<file path="src/rtl/dot4_mac_pkg.sv">
`default_nettype none
// ============================================================================
//  Module   : dot4_mac_pkg
//  Purpose  : Shared types and widths for the dot4 multiply-accumulate block.
//  Revision : 1.0  initial release
// ============================================================================
package dot4_mac_pkg;

    // Operand, product and pair-count widths
    localparam int OPW   = 4;
    localparam int PRODW = 8;
    localparam int CNTW  = 8;

    // Group-control states
    typedef enum logic [1:0] {
        IDLE  = 2'd0,
        ACCUM = 2'd1,
        DONE  = 2'd2
    } state_t;

endpackage : dot4_mac_pkg
`default_nettype wire

</file>
<file path="src/rtl/mac_mul4x4.sv">
`default_nettype none
// ============================================================================
//  Module   : mac_mul4x4
//  Purpose  : Combinational 4x4 -> 8-bit unsigned array multiplier.
//  Revision : 1.0  initial release
// ============================================================================
module mac_mul4x4
    import dot4_mac_pkg::*;
(
    input  logic [OPW-1:0]   i_a,
    input  logic [OPW-1:0]   i_b,
    output logic [PRODW-1:0] o_p
);

    // One shifted partial product per bit of B, each already at full product
    // width so the final sum keeps bit 7 (15*15 = 225).
    logic [PRODW-1:0] w_pp [OPW];

    generate
        for (genvar gi = 0; gi < OPW; gi++) begin : g_pp
            assign w_pp[gi] = i_b[gi] ? (PRODW'(i_a) << gi) : '0;
        end
    endgenerate

    // Sum of the four rows; the true product never exceeds 8 bits.
    assign o_p = w_pp[0] + w_pp[1] + w_pp[2] + w_pp[3];

endmodule : mac_mul4x4
`default_nettype wire

</file>
<file path="src/rtl/dot4_mac_accumulator.sv">
`default_nettype none
// ============================================================================
//  Module   : dot4_mac_accumulator
//  Purpose  : Two-stage multiply-accumulate of up to N_TERMS 4-bit operand
//             pairs per group, with valid/ready on input and output.
//  Revision : 1.0  initial release
// ============================================================================
module dot4_mac_accumulator
    import dot4_mac_pkg::*;
#(
    parameter int N_TERMS = 4,
    parameter int ACC_W   = 12
) (
    input  logic             clk,
    input  logic             rst,
    input  logic             in_valid,
    output logic             in_ready,
    input  logic [OPW-1:0]   in_a,
    input  logic [OPW-1:0]   in_b,
    input  logic             in_last,
    output logic             out_valid,
    input  logic             out_ready,
    output logic [ACC_W-1:0] out_sum,
    output logic [CNTW-1:0]  out_count,
    output logic             busy
);

    localparam logic [CNTW-1:0] c_last_idx = CNTW'(N_TERMS - 1);

    // Stage 1 registers
    logic           ready_en_q, ready_en_d;
    logic           v1_q, v1_d;
    logic [OPW-1:0] a1_q, a1_d;
    logic [OPW-1:0] b1_q, b1_d;
    logic           last1_q, last1_d;

    // Stage 2 registers
    state_t           state_q, state_d;
    logic [ACC_W-1:0] acc_q, acc_d;
    logic [CNTW-1:0]  cnt_q, cnt_d;
    logic [ACC_W-1:0] sum_q, sum_d;
    logic [CNTW-1:0]  count_q, count_d;

    logic [PRODW-1:0] w_prod;
    logic [ACC_W-1:0] w_sum_next;
    logic             w_complete1;
    logic             w_accept;

    mac_mul4x4 u_mul (
        .i_a (a1_q),
        .i_b (b1_q),
        .o_p (w_prod)
    );

    // The S1 pair closes the group if flagged last or it is the N_TERMS-th pair
    assign w_complete1 = v1_q && (last1_q || (cnt_q == c_last_idx));
    assign w_sum_next  = acc_q + ACC_W'(w_prod);

    // Input is blocked while a result is pending or about to be produced;
    // ready_en_q keeps it low in the cycle right after reset.
    assign out_valid = (state_q == DONE);
    assign in_ready  = ready_en_q && !out_valid && !w_complete1;
    assign w_accept  = in_valid && in_ready;
    assign busy      = (state_q != IDLE) || v1_q;
    assign out_sum   = sum_q;
    assign out_count = count_q;

    // Stage 1 capture of an accepted pair
    always_comb begin
        ready_en_d = 1'b1;
        v1_d       = w_accept;
        a1_d       = a1_q;
        b1_d       = b1_q;
        last1_d    = last1_q;
        if (w_accept) begin
            a1_d    = in_a;
            b1_d    = in_b;
            last1_d = in_last;
        end
    end

    // Stage 2 accumulate, result capture and group-control next state
    always_comb begin
        state_d = state_q;
        acc_d   = acc_q;
        cnt_d   = cnt_q;
        sum_d   = sum_q;
        count_d = count_q;

        if (v1_q) begin
            if (w_complete1) begin
                sum_d   = w_sum_next;
                count_d = cnt_q + CNTW'(1);
                acc_d   = '0;
                cnt_d   = '0;
            end else begin
                acc_d = w_sum_next;
                cnt_d = cnt_q + CNTW'(1);
            end
        end

        case (state_q)
            IDLE: begin
                if (v1_q) begin
                    state_d = w_complete1 ? DONE : ACCUM;
                end
            end
            ACCUM: begin
                if (w_complete1) begin
                    state_d = DONE;
                end
            end
            DONE: begin
                if (out_ready) begin
                    state_d = IDLE;
                end
            end
            default: state_d = IDLE;
        endcase
    end

    // Group-control state register
    always_ff @(posedge clk) begin
        if (rst) begin
            state_q <= IDLE;
        end else begin
            state_q <= state_d;
        end
    end

    // Datapath registers for both stages
    always_ff @(posedge clk) begin
        if (rst) begin
            ready_en_q <= 1'b0;
            v1_q       <= 1'b0;
            a1_q       <= '0;
            b1_q       <= '0;
            last1_q    <= 1'b0;
            acc_q      <= '0;
            cnt_q      <= '0;
            sum_q      <= '0;
            count_q    <= '0;
        end else begin
            ready_en_q <= ready_en_d;
            v1_q       <= v1_d;
            a1_q       <= a1_d;
            b1_q       <= b1_d;
            last1_q    <= last1_d;
            acc_q      <= acc_d;
            cnt_q      <= cnt_d;
            sum_q      <= sum_d;
            count_q    <= count_d;
        end
    end

endmodule : dot4_mac_accumulator
`default_nettype wire

</file>
<file path="config.mk">
export PLATFORM = sky130hd
export DESIGN_NAME = dot4_mac_accumulator
export DESIGN_NICKNAME = d
export VERILOG_FILES = /design/src/rtl/dot4_mac_pkg.sv /design/src/rtl/mac_mul4x4.sv /design/src/rtl/dot4_mac_accumulator.sv
export SDC_FILE = /design/constraint.sdc
export NUM_CORES = 1
export LEC_CHECK = 0
export BUFFER_PORTS_ARGS = -buffer_cell sky130_fd_sc_hd__buf_2
export CAP_MARGIN = 30
export CORE_UTILIZATION = 58
export CTS_BUF_LIST = sky130_fd_sc_hd__clkbuf_4 sky130_fd_sc_hd__clkbuf_8 sky130_fd_sc_hd__clkbuf_16
export CTS_CLUSTER_DIAMETER = 30
export DETAILED_ROUTE_END_ITERATION = 10
export GPL_ROUTABILITY_DRIVEN = 0
export PLACE_DENSITY_LB_ADDON = 0.15
export SETUP_SLACK_MARGIN = 0.1
export SLEW_MARGIN = 10
export SYNTH_ARGS = -nofsm -noshare
export SYNTH_HDL_FRONTEND = slang
export SYNTH_SLANG_ARGS = --single-unit
</file>
<file path="constraint.sdc">
create_clock -name clk -period 5.15 [get_ports clk]
set_input_delay 1.545 -clock clk [delete_from_list [all_inputs] [get_ports clk]]
set_output_delay 1.545 -clock clk [all_outputs]
set_load 0.05 [all_outputs]
</file>
# After elaboration in Yosys (flattened, before gate mapping)
# Index checks and enable logic that the tools add are counted.
dict set report classes {
  n_addsub 5
  n_eq_ne 6
  muxes 12
  n_reduce_logical 12
}
# operator n
set ops {}
lappend ops {{adder 12 x 8 -> 12 bit} 1}
lappend ops {{two-way mux 12 bit} 1}
lappend ops {{adder 8 x 1 -> 8 bit, second input constant} 1}
lappend ops {{adder 8 x 6 -> 8 bit} 1}
lappend ops {{adder 8 x 7 -> 8 bit} 1}
lappend ops {{adder 8 bit} 1}
lappend ops {{equality test 8 x 2 -> 1 bit, second input constant} 1}
lappend ops {{two-way mux 2 bit} 4}
lappend ops {{two-way mux 8 bit} 1}
lappend ops {{two-way mux 7 bit} 1}
lappend ops {{two-way mux 6 bit} 1}
lappend ops {{one-hot mux 2 bit (3 select lines)} 1}
lappend ops {{two-way mux 5 bit} 1}
lappend ops {{logical AND 1 bit} 4}
lappend ops {{two-way mux 4 bit} 1}
lappend ops {{inequality test 2 bit, second input constant} 2}
lappend ops {{AND reduction 3 bit} 1}
lappend ops {{equality test 2 x 1 -> 1 bit, second input constant} 1}
lappend ops {{equality test 2 bit, second input constant} 1}
lappend ops {{logical NOT 1 bit} 2}
lappend ops {{logical NOT 2 bit} 1}
lappend ops {{logical OR 1 bit} 2}
lappend ops {{inequality test 2 x 1 -> 1 bit, second input constant} 1}
lappend ops {{AND reduction 2 bit} 1}
lappend ops {{other kinds (2)} 2}
dict set report totals {
  regBits 53
  inputBits 13
  output_inout_bits 23
  elab_cells 45
}

# Logic depth before layout (Yosys ltp)
dict set report logic_depth {
  ltp_word 6
  ltp_mapped 16
  ltp_nobuf 16
}

# By module
# A second synthesis with hierarchy kept.
dict set report unflattened {
  hier_cells 356
  area_unflattened_um2 3062.9
}
# module n_inst cells_each area_per_inst_um2
set by_module_without_submodules {}
lappend by_module_without_submodules {dot4_mac_accumulator 1 314 2677.6}
lappend by_module_without_submodules {mac_mul4x4 1 42 385.4}

# Worst setup path after synthesis
# No wires, ideal clock.
dict set report synth_timing {
  path_kind {reg-to-reg}
  start {register a1_q[0]}
  end {register acc_q[10]}
  setup_ns 0.095
  t_arrival_ns 3.894
  path_slack_ns 1.160
  path_stages_with_launch 17
  n_path_buf 0
  synth_period_minus_slack_ns 3.990
  path_cell_list {dfxtp_1 and2_1 fa_1 inv_1 fa_1 inv_1 ha_1 fa_1 a21o_1 a21oi_1 xnor2_1 ha_1 a21oi_1 o211ai_1 nand4_1 or4_1 o311ai_1}
}
dict set report synth_between {
  elab_chain_len 6
}
# item line
set synth_rtl {}
lappend synth_rtl {{from (decl)} dot4_mac_accumulator.sv:33} ;# logic [OPW-1:0] a1_q, a1_d;
lappend synth_rtl {{from (signal assigned)} dot4_mac_accumulator.sv:136} ;# a1_q <= '0;
lappend synth_rtl {{from (signal assigned)} dot4_mac_accumulator.sv:146} ;# a1_q <= a1_d;
lappend synth_rtl {{two-way mux 4 bit or two-way mux 5 bit (tied branches)} mac_mul4x4.sv:21} ;# assign w_pp[gi] = i_b[gi] ? (PRODW'(i_a) << gi) : '0;
lappend synth_rtl {{adder 8 bit} mac_mul4x4.sv:26} ;# assign o_p = w_pp[0] + w_pp[1] + w_pp[2] + w_pp[3];
lappend synth_rtl {{adder 8 x 6 -> 8 bit} mac_mul4x4.sv:26}
lappend synth_rtl {{adder 8 x 7 -> 8 bit (*)} mac_mul4x4.sv:26}
lappend synth_rtl {{adder 12 x 8 -> 12 bit (*)} dot4_mac_accumulator.sv:57} ;# assign w_sum_next = acc_q + ACC_W'(w_prod);
lappend synth_rtl {{two-way mux 12 bit (*)} dot4_mac_accumulator.sv:91} ;# if (w_complete1) begin
lappend synth_rtl {{to (signal assigned)} dot4_mac_accumulator.sv:139} ;# acc_q <= '0;
lappend synth_rtl {{to (signal assigned)} dot4_mac_accumulator.sv:149} ;# acc_q <= acc_d;
lappend synth_rtl {{to (decl)} dot4_mac_accumulator.sv:39} ;# logic [ACC_W-1:0] acc_q, acc_d;
# Every way passes the cells marked *; elsewhere a longest branch is shown, timed or not.
# A chain may end at the register's enable or synchronous reset.

# Final worst setup path
# Same ends and word-level chain as after synthesis.

==> reports/metrics.yaml <==
crit_path_cell_trace: "and2_1 -> fa_1 -> inv_1 -> fa_1 -> inv_1 -> ha_1 -> fa_1 -> a21o_1 -> a21oi_1 -> xnor2_1 -> ha_1 -> a21oi_1 -> o211ai_1 -> nand4_1 -> or4_1 -> o311ai_1"
grt_pass1_wl_um: 10000
nets: 407
postCtsSetupBuffers: 0
cts_tree: "done"
diodes: 0
synth-async-reset-ratio_pct: 0
hold_viol_final: 0
fillers: 427
synth_area_mm2: 0.00294
design_area_mm2: 0.00327
crit_required_ns: 5.37
critPathArrivalTime_ns: 4.52
htreeDepth: 2
power_leakage_nw: 1.54
total_power_w: 0.000764
dieArea_mm2: 0.00536
firstDrtPassIters: 4
outcome: "finished, final reports clean"
swShare_pct: 23.9
num_vias: 2395
ys.flop_type: "dfxtp_1"
clkSinkCount: 53
pre_cts_ws_ns: 0.874
cts.clk_slew.worst_paths_ns: 0.10
drive_gt1_share_pct: 14.9
insertion_delay_ns: 0.31
initial_utilization_pct: 61.1
critical_path.top_delay_family: "adder cells"
setup_violations: 0
crit_top_cell: "fa_1"
ioPinCount: 36
yosysWarningCount: 0
p_per_area_mw_per_mm2: 233
p_comb_share_pct: 7.1
synth_area_leaders: "dfxtp_1, ha_1, nor2_1"
seqPwrFrac_pct: 55.2
synth_cell_types: 46
ys_ff_latch: 53
path_max_fanout: 7
vias_per_cell: 5.49
portBuffers: 35
relSlewSlack_pct: 37.6
area_growth_pct: 11.2
power_frac_clock_pct: 37.7
finalMaxSlewViolations: 0
critPathLaunchType: "flip-flop"
p_int_w: 0.000581
synth-edff-count: 0
die_width_um: 73.2
grt_max_degree: 56
drc_errors: 0
p_switching_w: 0.000183
min_period_ns: 4.30
numCtsBuffers: 5
clockBufferDepth: 2
slowest_stage: "fa_1"
syn_area_per_cell_um2: 8.66
fin_crit_sh_pct: 83.5
grt_pass1_vias: 2176
synth_cells: 340
setup_slack_ns: 0.849
hold_buffers: 0
ctsResizeCount: 0
grt_use_total_pct: 23.9
ant_nets: 0
tightestPinTransition_ns: 0.931
rsz0062_at_grt: "no"
die_y_um: 73.2
grt_overflow: 0
antenna_found_initial: 0
wirelength_um: 5840
crit_buf_inv: 2
yosys.area.top_type_share_pct: 36.1
fmax_mhz: 232
dp_hpwl_um: 4090
end_kind: "flip-flop"
place_area_mm2: 0.00314
setup_tns_ns: 0
avgRoutedWirePerCell_um: 13.4
ys_seq_area_share_pct: 36.1
cpPeakStageDelay_ns: 0.53
critPathKind: "reg2reg"
core_area_mm2: 0.00482
fin_skew_ns: 0.00426
drtIter0Drc: 161
yosysTopAreaCell: "dfxtp_1"
syn_nets: 379
vdd_drop_max_mv: 0.130
cap_violations: 0
rows: 25
hp-class: "reg2reg"
cts-root-buf: "clkbuf_8"
==> Yosys cell counts, types with 4 or more instances <==
| cell type | instances |
|---|---|
| mux2i_1 | 11 |
| nand4_1 | 4 |
| and2_1 | 13 |
| nor3_1 | 7 |
| nand3_1 | 12 |
| a31oi_1 | 4 |
| inv_1 | 8 |
| xor2_1 | 6 |
| a211oi_1 | 5 |
| nor2_1 | 45 |
| nand2_1 | 29 |
| o211ai_1 | 6 |
| ha_1 | 20 |
| nand2b_1 | 4 |
| buf_2 | 4 |
| fa_1 | 6 |
| clkbuf_1 | 11 |
| and3_1 | 4 |
| dfxtp_1 | 53 |
| nor2b_1 | 12 |
| a21oi_1 | 30 |
| xnor2_1 | 9 |
==> routing by layer <==
layer  routed length [um]  global-route usage (%)
met1                 2860                    32.1
met2                 2730                    39.1
met3                  188                    4.14
met4                   63                    7.63
met5                    0                       0
==> placed cells by master, fill, tap and decap left out, types with 2 or more instances in the layout <==
| cell type | instances |
|---|---|
| dfxtp_1 | 53 |
| nor2_1 | 45 |
| buf_2 | 35 |
| a21oi_1 | 30 |
| nand2_1 | 29 |
| ha_1 | 20 |
| and2_1 | 13 |
| nand3_1 | 12 |
| nor2b_1 | 12 |
| mux2i_1 | 11 |
| xnor2_1 | 9 |
| inv_1 | 8 |
| nor3_1 | 7 |
| xor2_1 | 6 |
| o211ai_1 | 6 |
| fa_1 | 6 |
| a211oi_1 | 5 |
| clkbuf_8 | 5 |
| nand2b_1 | 4 |
| and3_1 | 4 |
| nand4_1 | 4 |
| a31oi_1 | 4 |
| a21o_1 | 3 |
| or3_1 | 3 |
| o21ai_0 | 3 |
| and4_1 | 3 |
| nor4_1 | 3 |
| or4_1 | 2 |
| o311ai_1 | 2 |
| buf_4 | 2 |
==> power by group through the flow <==
| stage | logic, W | registers [W] | clock network, W |
|---|---|---|---|
| 2_1_floorplan | 0.0000360 | 0.000433 | 0 |
| 3_3_place_gp | 0.0000518 | 0.000431 | 0 |
| 3_5_place_dp | 0.0000525 | 0.000431 | 0 |
| 4_1_cts | 0.0000528 | 0.000422 | 0.000296 |
| 5_1_grt | 0.0000596 | 0.000423 | 0.000313 |
| 6_report | 0.0000544 | 0.000421 | 0.000288 |
==> path summary, 6_finish.rpt <==
check	start	slack, ns	end	cells after the start
worst max-delay path	a1_q[0]	0.85	acc_q[10]	16
worst max register to register	a1_q[0]	0.85	acc_q[10]	16
worst min-delay path	out_sum[1]	0.46	out_sum[1]	2
worst min register to register	out_sum[1]	0.46	out_sum[1]	2
==> worst reg2reg max path: cells and delay by family, from the launching register on <==
family | cells | cell delay, ns
AOI/OAI and AO/OA | 5 | 0.72
xor gates and xnor gates | 1 | 0.11
adders and majority gates | 5 | 2.06
buffers and inverters | 2 | 0.09
DFF | 1 | 0.36
and+or+nand+nor | 3 | 0.87
==> area by class of cell <==
class                           instances  area, um^2  area share [%]
Clock buffer                            5        68.8            2.10
Inverter                                9        33.8            1.03
Clock inverter                          3        43.8            1.34
Sequential cell                        53        1060            32.4
Tap cell                               67        83.8            2.56
Multi-Input combinational cell        261        1770            54.1
Timing Repair Buffer                   38         210            6.42
==> cell families after synthesis <==
group                    share of synthesized area, %
AND/OR/NAND/NOR                                  25.3
AO/OA/AOI/OAI                                    13.8
flip-flops                                       36.1
buffers and inverters                            3.74
adder cells (fa/ha/maj)                          12.6
XOR/XNOR                                         4.46
multiplexers                                     4.12
==> metrics by stage <==
step	cells	hold slack (ns)	util, %
2_1_floorplan	340	0.441	-
3_3_place_gp	427	0.439	65.2
3_5_place_dp	427	0.443	65.2
4_1_cts	435	0.457	67.5
5_1_grt	436	0.482	67.9
6_report	436	0.455	67.9
==> registers in the layout (all words and copies together), names as in the netlist <==
signal,flops
ready_en_q,1
a1_q,4
out_count,8
v1_q,1
last1_q,1
state_q,2
acc_q,12
b1_q,4
cnt_q,8
out_sum,12
(Power assumes the default switching activity.)
